==> config.mk <==
export PLATFORM = sky130hd
export DESIGN_NAME = fp_add_scheduler_flat
export DESIGN_NICKNAME = d
export VERILOG_FILES = /design/src/rtl/fp_add_scheduler_if.sv /design/src/rtl/fp_add_scheduler.sv /design/src/flat_wrapper.sv
export SDC_FILE = /design/constraint.sdc
export NUM_CORES = 1
export LEC_CHECK = 0
export ABC_AREA = 1
export ABC_CLOCK_PERIOD_IN_PS = 7450
export CAP_MARGIN = 20
export CORE_MARGIN = 2
export CORE_UTILIZATION = 45
export DETAILED_ROUTE_END_ITERATION = 8
export DONT_BUFFER_PORTS = 1
export SLEW_MARGIN = 30
export SYNTH_ARGS = -nofsm -noshare
export SYNTH_HDL_FRONTEND = slang
export SYNTH_SLANG_ARGS = --single-unit
export TNS_END_PERCENT = 1
==> constraint.sdc <==
create_clock -name clk -period 7.45 [get_ports clk]
set_input_delay 1.49 -clock clk [delete_from_list [all_inputs] [get_ports clk]]
set_output_delay 1.49 -clock clk [all_outputs]
set_load 0.05 [all_outputs]
==> src/rtl/fp_add_scheduler_if.sv <==
// Operand, adder and result bundle for fp_add_scheduler.
// Defining FP_SCHED_STATS_EN adds the statistics counters to the bundle.
interface fp_add_scheduler_if;
  logic        a_valid;
  logic        a_ready;
  logic [31:0] a_op1;
  logic [31:0] a_op2;
  logic        a_sub;
  logic        b_valid;
  logic        b_ready;
  logic [31:0] b_op1;
  logic [31:0] b_op2;
  logic        b_sub;
  logic        fpu_valid;
  logic [31:0] fpu_op1;
  logic [31:0] fpu_op2;
  logic [31:0] fpu_res;
  logic        a_res_valid;
  logic        a_res_ready;
  logic [31:0] a_res_data;
  logic        b_res_valid;
  logic        b_res_ready;
  logic [31:0] b_res_data;
  logic        busy;
`ifdef FP_SCHED_STATS_EN
  logic [15:0] stat_a_ops;
  logic [15:0] stat_b_ops;
  logic [15:0] stat_stall;
`endif

  modport slave (
    input  a_valid, a_op1, a_op2, a_sub, b_valid, b_op1, b_op2, b_sub,
    input  fpu_res, a_res_ready, b_res_ready,
    output a_ready, b_ready, fpu_valid, fpu_op1, fpu_op2,
    output a_res_valid, a_res_data, b_res_valid, b_res_data,
    output busy
`ifdef FP_SCHED_STATS_EN
    , output stat_a_ops, stat_b_ops, stat_stall
`endif
  );

  modport master (
    output a_valid, a_op1, a_op2, a_sub, b_valid, b_op1, b_op2, b_sub,
    output fpu_res, a_res_ready, b_res_ready,
    input  a_ready, b_ready, fpu_valid, fpu_op1, fpu_op2,
    input  a_res_valid, a_res_data, b_res_valid, b_res_data,
    input  busy
`ifdef FP_SCHED_STATS_EN
    , input stat_a_ops, stat_b_ops, stat_stall
`endif
  );
endinterface

==> src/rtl/fp_add_scheduler.sv <==
// Shares one pipelined FP adder between two requesters with round-robin, credits and result FIFOs.
// Define FP_SCHED_STATS_EN to add saturating grant/stall counters.
module fp_add_scheduler #(
  parameter int LATENCY    = 4,
  parameter int FIFO_DEPTH = 4
) (
  input  logic              clk,
  input  logic              rst_n,
  fp_add_scheduler_if.slave sched
);
  localparam int CW = $clog2(FIFO_DEPTH + 1);
  localparam int PW = $clog2(FIFO_DEPTH);
  localparam logic [CW-1:0] CREDIT_MAX = CW'(FIFO_DEPTH);

  // Index 0 is requester A, index 1 is requester B.
  logic [1:0]       w_valid;
  logic [1:0][31:0] w_op1;
  logic [1:0][31:0] w_op2;
  logic [1:0]       w_sub;
  logic [1:0]       w_res_ready;
  logic [1:0]       w_elig;
  logic [1:0]       w_grant;
  logic [1:0]       w_pop;
  logic [1:0]       w_push;
  logic [1:0]       w_nonempty;
  logic [1:0][31:0] w_head;

  logic               r_rr_last;
  logic               r_fpu_valid;
  logic [31:0]        r_fpu_op1;
  logic [31:0]        r_fpu_op2;
  logic               r_issue_id;
  logic [LATENCY-1:0] r_tag_valid;
  logic [LATENCY-1:0] r_tag_id;

  assign w_valid     = {sched.b_valid, sched.a_valid};
  assign w_op1       = {sched.b_op1, sched.a_op1};
  assign w_op2       = {sched.b_op2, sched.a_op2};
  assign w_sub       = {sched.b_sub, sched.a_sub};
  assign w_res_ready = {sched.b_res_ready, sched.a_res_ready};

  // On a tie, the requester not granted last wins.
  always_comb begin
    w_grant = w_elig;
    if (w_elig == 2'b11) begin
      w_grant = r_rr_last ? 2'b01 : 2'b10;
    end
  end

  genvar gi;
  generate
    for (gi = 0; gi < 2; gi++) begin : g_req
      logic [CW-1:0] r_credit;
      logic [PW:0]   r_wr_ptr;
      logic [PW:0]   r_rd_ptr;
      logic [31:0]   r_mem [FIFO_DEPTH];

      assign w_elig[gi]     = w_valid[gi] & (r_credit != '0);
      assign w_nonempty[gi] = (r_wr_ptr != r_rd_ptr);
      assign w_pop[gi]      = w_nonempty[gi] & w_res_ready[gi];
      assign w_push[gi]     = r_tag_valid[LATENCY-1] & (r_tag_id[LATENCY-1] == 1'(gi));
      assign w_head[gi]     = w_nonempty[gi] ? r_mem[r_rd_ptr[PW-1:0]] : 32'd0;

      // Credits cover both FIFO occupancy and results still inside the adder.
      always_ff @(posedge clk or negedge rst_n) begin
        if (!rst_n) begin
          r_credit <= CREDIT_MAX;
          r_wr_ptr <= '0;
          r_rd_ptr <= '0;
        end else begin
          case ({w_grant[gi], w_pop[gi]})
            2'b10:   r_credit <= r_credit - 1'b1;
            2'b01:   r_credit <= r_credit + 1'b1;
            default: r_credit <= r_credit;
          endcase
          if (w_push[gi]) r_wr_ptr <= r_wr_ptr + 1'b1;
          if (w_pop[gi])  r_rd_ptr <= r_rd_ptr + 1'b1;
        end
      end

      always_ff @(posedge clk) begin
        if (w_push[gi]) r_mem[r_wr_ptr[PW-1:0]] <= sched.fpu_res;
      end
    end
  endgenerate

  always_ff @(posedge clk or negedge rst_n) begin
    if (!rst_n) begin
      r_rr_last   <= 1'b1;
      r_fpu_valid <= 1'b0;
      r_fpu_op1   <= '0;
      r_fpu_op2   <= '0;
      r_issue_id  <= 1'b0;
      r_tag_valid <= '0;
      r_tag_id    <= '0;
    end else begin
      r_fpu_valid <= |w_grant;
      if (|w_grant) begin
        r_rr_last  <= w_grant[1];
        r_issue_id <= w_grant[1];
        r_fpu_op1  <= w_op1[w_grant[1]];
        r_fpu_op2  <= {w_op2[w_grant[1]][31] ^ w_sub[w_grant[1]], w_op2[w_grant[1]][30:0]};
      end
      r_tag_valid[0] <= r_fpu_valid;
      r_tag_id[0]    <= r_issue_id;
      for (int k = LATENCY - 1; k > 0; k--) begin
        r_tag_valid[k] <= r_tag_valid[k-1];
        r_tag_id[k]    <= r_tag_id[k-1];
      end
    end
  end

  // Ready is masked while reset is asserted so every output reads 0.
  assign sched.a_ready     = w_grant[0] & rst_n;
  assign sched.b_ready     = w_grant[1] & rst_n;
  assign sched.fpu_valid   = r_fpu_valid;
  assign sched.fpu_op1     = r_fpu_op1;
  assign sched.fpu_op2     = r_fpu_op2;
  assign sched.a_res_valid = w_nonempty[0];
  assign sched.a_res_data  = w_head[0];
  assign sched.b_res_valid = w_nonempty[1];
  assign sched.b_res_data  = w_head[1];
  assign sched.busy        = (|r_tag_valid) | (|w_nonempty) | r_fpu_valid;

`ifdef FP_SCHED_STATS_EN
  logic [15:0] r_stat_a_ops;
  logic [15:0] r_stat_b_ops;
  logic [15:0] r_stat_stall;

  always_ff @(posedge clk or negedge rst_n) begin
    if (!rst_n) begin
      r_stat_a_ops <= '0;
      r_stat_b_ops <= '0;
      r_stat_stall <= '0;
    end else begin
      if (w_grant[0] && r_stat_a_ops != 16'hFFFF) r_stat_a_ops <= r_stat_a_ops + 16'd1;
      if (w_grant[1] && r_stat_b_ops != 16'hFFFF) r_stat_b_ops <= r_stat_b_ops + 16'd1;
      if ((|(w_valid & ~w_elig)) && r_stat_stall != 16'hFFFF) r_stat_stall <= r_stat_stall + 16'd1;
    end
  end

  assign sched.stat_a_ops = r_stat_a_ops;
  assign sched.stat_b_ops = r_stat_b_ops;
  assign sched.stat_stall = r_stat_stall;
`else
  // No statistics hardware in this build.
`endif
endmodule

==> src/flat_wrapper.sv <==
// flat-port wrapper written by rule: the top's interface ports become plain ports
module fp_add_scheduler_flat 
#(
  parameter int LATENCY    = 4,
  parameter int FIFO_DEPTH = 4
)
  (clk, rst_n, sched_a_valid, sched_a_op1, sched_a_op2, sched_a_sub, sched_b_valid, sched_b_op1, sched_b_op2, sched_b_sub, sched_fpu_res, sched_a_res_ready, sched_b_res_ready, sched_a_ready, sched_b_ready, sched_fpu_valid, sched_fpu_op1, sched_fpu_op2, sched_a_res_valid, sched_a_res_data, sched_b_res_valid, sched_b_res_data, sched_busy);
  fp_add_scheduler_if sched_i ();
  input  logic clk;
  input  logic rst_n;
  input wire logic [$bits(sched_i.a_valid)-1:0] sched_a_valid;
  input wire logic [$bits(sched_i.a_op1)-1:0] sched_a_op1;
  input wire logic [$bits(sched_i.a_op2)-1:0] sched_a_op2;
  input wire logic [$bits(sched_i.a_sub)-1:0] sched_a_sub;
  input wire logic [$bits(sched_i.b_valid)-1:0] sched_b_valid;
  input wire logic [$bits(sched_i.b_op1)-1:0] sched_b_op1;
  input wire logic [$bits(sched_i.b_op2)-1:0] sched_b_op2;
  input wire logic [$bits(sched_i.b_sub)-1:0] sched_b_sub;
  input wire logic [$bits(sched_i.fpu_res)-1:0] sched_fpu_res;
  input wire logic [$bits(sched_i.a_res_ready)-1:0] sched_a_res_ready;
  input wire logic [$bits(sched_i.b_res_ready)-1:0] sched_b_res_ready;
  output wire logic [$bits(sched_i.a_ready)-1:0] sched_a_ready;
  output wire logic [$bits(sched_i.b_ready)-1:0] sched_b_ready;
  output wire logic [$bits(sched_i.fpu_valid)-1:0] sched_fpu_valid;
  output wire logic [$bits(sched_i.fpu_op1)-1:0] sched_fpu_op1;
  output wire logic [$bits(sched_i.fpu_op2)-1:0] sched_fpu_op2;
  output wire logic [$bits(sched_i.a_res_valid)-1:0] sched_a_res_valid;
  output wire logic [$bits(sched_i.a_res_data)-1:0] sched_a_res_data;
  output wire logic [$bits(sched_i.b_res_valid)-1:0] sched_b_res_valid;
  output wire logic [$bits(sched_i.b_res_data)-1:0] sched_b_res_data;
  output wire logic [$bits(sched_i.busy)-1:0] sched_busy;
  assign sched_i.a_valid = sched_a_valid;
  assign sched_i.a_op1 = sched_a_op1;
  assign sched_i.a_op2 = sched_a_op2;
  assign sched_i.a_sub = sched_a_sub;
  assign sched_i.b_valid = sched_b_valid;
  assign sched_i.b_op1 = sched_b_op1;
  assign sched_i.b_op2 = sched_b_op2;
  assign sched_i.b_sub = sched_b_sub;
  assign sched_i.fpu_res = sched_fpu_res;
  assign sched_i.a_res_ready = sched_a_res_ready;
  assign sched_i.b_res_ready = sched_b_res_ready;
  assign sched_a_ready = sched_i.a_ready;
  assign sched_b_ready = sched_i.b_ready;
  assign sched_fpu_valid = sched_i.fpu_valid;
  assign sched_fpu_op1 = sched_i.fpu_op1;
  assign sched_fpu_op2 = sched_i.fpu_op2;
  assign sched_a_res_valid = sched_i.a_res_valid;
  assign sched_a_res_data = sched_i.a_res_data;
  assign sched_b_res_valid = sched_i.b_res_valid;
  assign sched_b_res_data = sched_i.b_res_data;
  assign sched_busy = sched_i.busy;
  fp_add_scheduler #(.LATENCY(LATENCY), .FIFO_DEPTH(FIFO_DEPTH)) u_core (.clk(clk), .rst_n(rst_n), .sched(sched_i));
endmodule
==> flow_summary.toml <==
[placed_design]
hpwl_um = 23600
gp_congestion = 0.820
port_buffers = 0
place_area_um2 = 15100

[route]
wl_um = 36500
drt-vias-per-instance = 5.43
wire_per_inst_um = 21.7
vias = 9129
drc = 0
ant_nets = 0
drt_first_pass_iters = 4
drt_iter0_drc = 554

[floorplanning]
core_area_um2 = 31700
dieWidth_um = 184
die_area_um2 = 33800
rows = 65
initial_core_util_pct = 45.9
dieHeight_um = 184
io_pins = 302

[setup_path]
path_buf_inv = 1
path_class = "reg2out"
end_kind = "output port"
cp.required_ps = 5960
path_cells = "xnor2_1, nand3_2, inv_2, a21oi_1"
start_kind = "flip-flop"
crit_path_max_fanout = 32
max_stage_delay_ps = 980
critical-path-slowest-cell = "a21oi_1"
worstPathArrival_ps = 3200
crit_family = "compound AO/OA/AOI/OAI gates"

[timing]
hold_viol_final = 0
setup_violations = 0
worst_pin_slew_ps = 1060
holdWs_ps = 347
rsz0062_at_grt = "false"
fmax_mhz = 213
skew_ps = 20.4
maxSlewViolCount = 0
slew_headroom_pct = 29.6
finalSetupTns_ps = 0
finalCriticalPeriod_ps = 4690
period_share_pct = 62.9

[yosys]
netlist_area_um2 = 14600
syn_avg_cell_area_um2 = 11.6
yosysTopAreaCell = "edfxtp_1"
synth_area_leaders = "edfxtp_1 53%, dfrtp_1 15%, nor2_1 7.1%"
synth-seq-cells = 349
postSynth.asyncResetShare_pct = 26.6
synth_warnings = 0
synth_edf_count = 256
synthCells = 1258
synth_top_area_share_pct = 52.8
yosysSeqAreaShare_pct = 68.8
synthesis.nets = 1440
synthFlopType = "edfxtp_1"
yosysUniqueCellTypes = 30

[clock_network]
cts_sinks = 349
postCtsHoldBufs = 0
clock_path_buffers = 3
ctsResizeCount = 0
root_buffer = "clkbuf_16"
cts_max_level = 2
cts_tree = "built"
cts_setup_buffers = 0
clk_latency_ps = 520
cts_made_buffers = 38
clkTransAtPathRegs_ps = 60

[global_route]
overflow = 0
antenna_found_initial = 1
track_usage_pct = 21.5
grt_pass1_vias = 9110
grt_pass1_wl_um = 54600
grt_max_degree = 95

[cells_and_area]
area_growth_pct = 11.6
drive_gt1_share_pct = 14.8
fill_cells = 2749
layout.nets = 1433
layout.cell_area.non_filler_um2 = 16200
multi_input_area_um2 = 4190
ff_latch_area_um2 = 10000

[run_status]
run_status = "finished, final reports clean"

[worst_hold_path]
holdCritPathClass = "reg2reg"

[job]
drv_cap = 0
[worst register-to-register path, cell delays in order (launching register included)]
cell     delay (ps)
dfrtp_2         710
xnor2_1         200
nand3_2         380
nand2_1         290
inv_1            70
ha_1            190
inv_1            90
fa_1            420
nor2_1          100
a21oi_1          50
[final timing paths]
path,startpoint,end,slack (ps),depth (start not counted)
worst min register to register,u_core.r_tag_id[1],u_core.r_tag_id[2],350,0
min in group asynchronous,rst_n,u_core.sched.fpu_op2[12],660,0
max in group asynchronous,rst_n,u_core.g_req[0].r_credit[2],6580,0
worst max-delay path,u_core.g_req[1].r_rd_ptr[0],sched_b_res_data[1],2760,4
worst min-delay path,u_core.r_tag_id[1],u_core.r_tag_id[2],350,0
worst max register to register,u_core.g_req[1].r_rd_ptr[0],u_core.g_req[1].r_credit[1],4840,9
[layout make-up]
class | instances | area share (%)
clock inverters | 11 | 0.323
repair buffers | 27 | 1.86
well taps | 402 | 3.10
flip-flops and latches | 349 | 61.7
inverters | 30 | 0.755
diodes | 1 | 0.0154
clock buffers | 55 | 6.44
multi-input cells | 805 | 25.8
[sequential cells by signal, indices dropped and copies added (netlist names)]
| signal | cells |
|---|---|
| u_core.sched.fpu_op1 | 32 |
| u_core.g_req.r_credit | 6 |
| u_core.r_issue_id | 1 |
| u_core.r_tag_valid | 4 |
| u_core.sched.fpu_valid | 1 |
| u_core.g_req.r_mem | 256 |
| u_core.sched.fpu_op2 | 32 |
| u_core.g_req.r_rd_ptr | 6 |
| u_core.r_rr_last | 1 |
| u_core.g_req.r_wr_ptr | 6 |
| u_core.r_tag_id | 4 |
[Yosys cell counts, types with 11 or more instances]
| library cell | number |
|---|---|
| buf_4 | 24 |
| o21ai_0 | 89 |
| nand3_1 | 116 |
| inv_1 | 23 |
| ha_1 | 12 |
| dfrtp_1 | 90 |
| a21oi_1 | 67 |
| nor2_1 | 276 |
| o21ai_1 | 40 |
| edfxtp_1 | 256 |
| buf_2 | 19 |
| nand2_1 | 136 |
| clkbuf_1 | 21 |
| xnor2_1 | 11 |
| nand2_4 | 21 |
| nand3_2 | 22 |
[placed cells by master, fill, tap and decap left out, types with 2 or more instances in the layout]
cell       Yosys  layout
nor2_1       276     268
edfxtp_1     256     256
nand2_1      136     136
nand3_1      116     116
o21ai_0       89      89
dfrtp_1       90      86
a21oi_2        1      48
o21ai_1       40      40
clkbuf_16      0      39
inv_1         23      23
nand3_2       22      22
buf_4         24      22
nand2_4       21      21
a21oi_1       67      20
clkbuf_1      21      15
ha_1          12      12
xnor2_1       11      11
nor2_4         0       8
xor2_1         7       7
clkinv_1       0       6
clkinv_2       0       5
buf_16         0       5
dfrtp_2        0       4
inv_2          6       3
dfstp_2        3       3
nand2_2        2       2
inv_4          1       2
inv_6          0       2
fa_1           2       2
[stage by stage]
stage	setup WS, ps	utilization [%]	instances
2_1_floorplan	3400	-	1258
5_1_grt	2520	51.2	1680
3_3_place_gp	3180	46.7	1608
4_1_cts	2760	51.0	1679
6_report	2760	51.2	1680
3_5_place_dp	3320	47.6	1613
[routing by layer]
layer	routed length, um	track usage, %	part of all wire (%)
met2	18700	38.3	51
met1	14000	25.5	39
met4	1260	7.71	3.5
met3	2470	5.03	6.8
met5	0	0	0
[cells by family after synthesis]
kind of cell / count (synthesis) / share of synthesized area, %
simple gates: 575 / 17.9
flops: 349 / 68.8
compound gates: 197 / 6.80
buf+inv: 104 / 3.99
xor+xnor: 18 / 1.08
fa+ha+maj: 14 / 1.31
mux: 1 / 0.0774
Power is left out: the tool's default activity adds up to more than one toggle a clock period on the data nets, which glitch-free logic cannot reach.
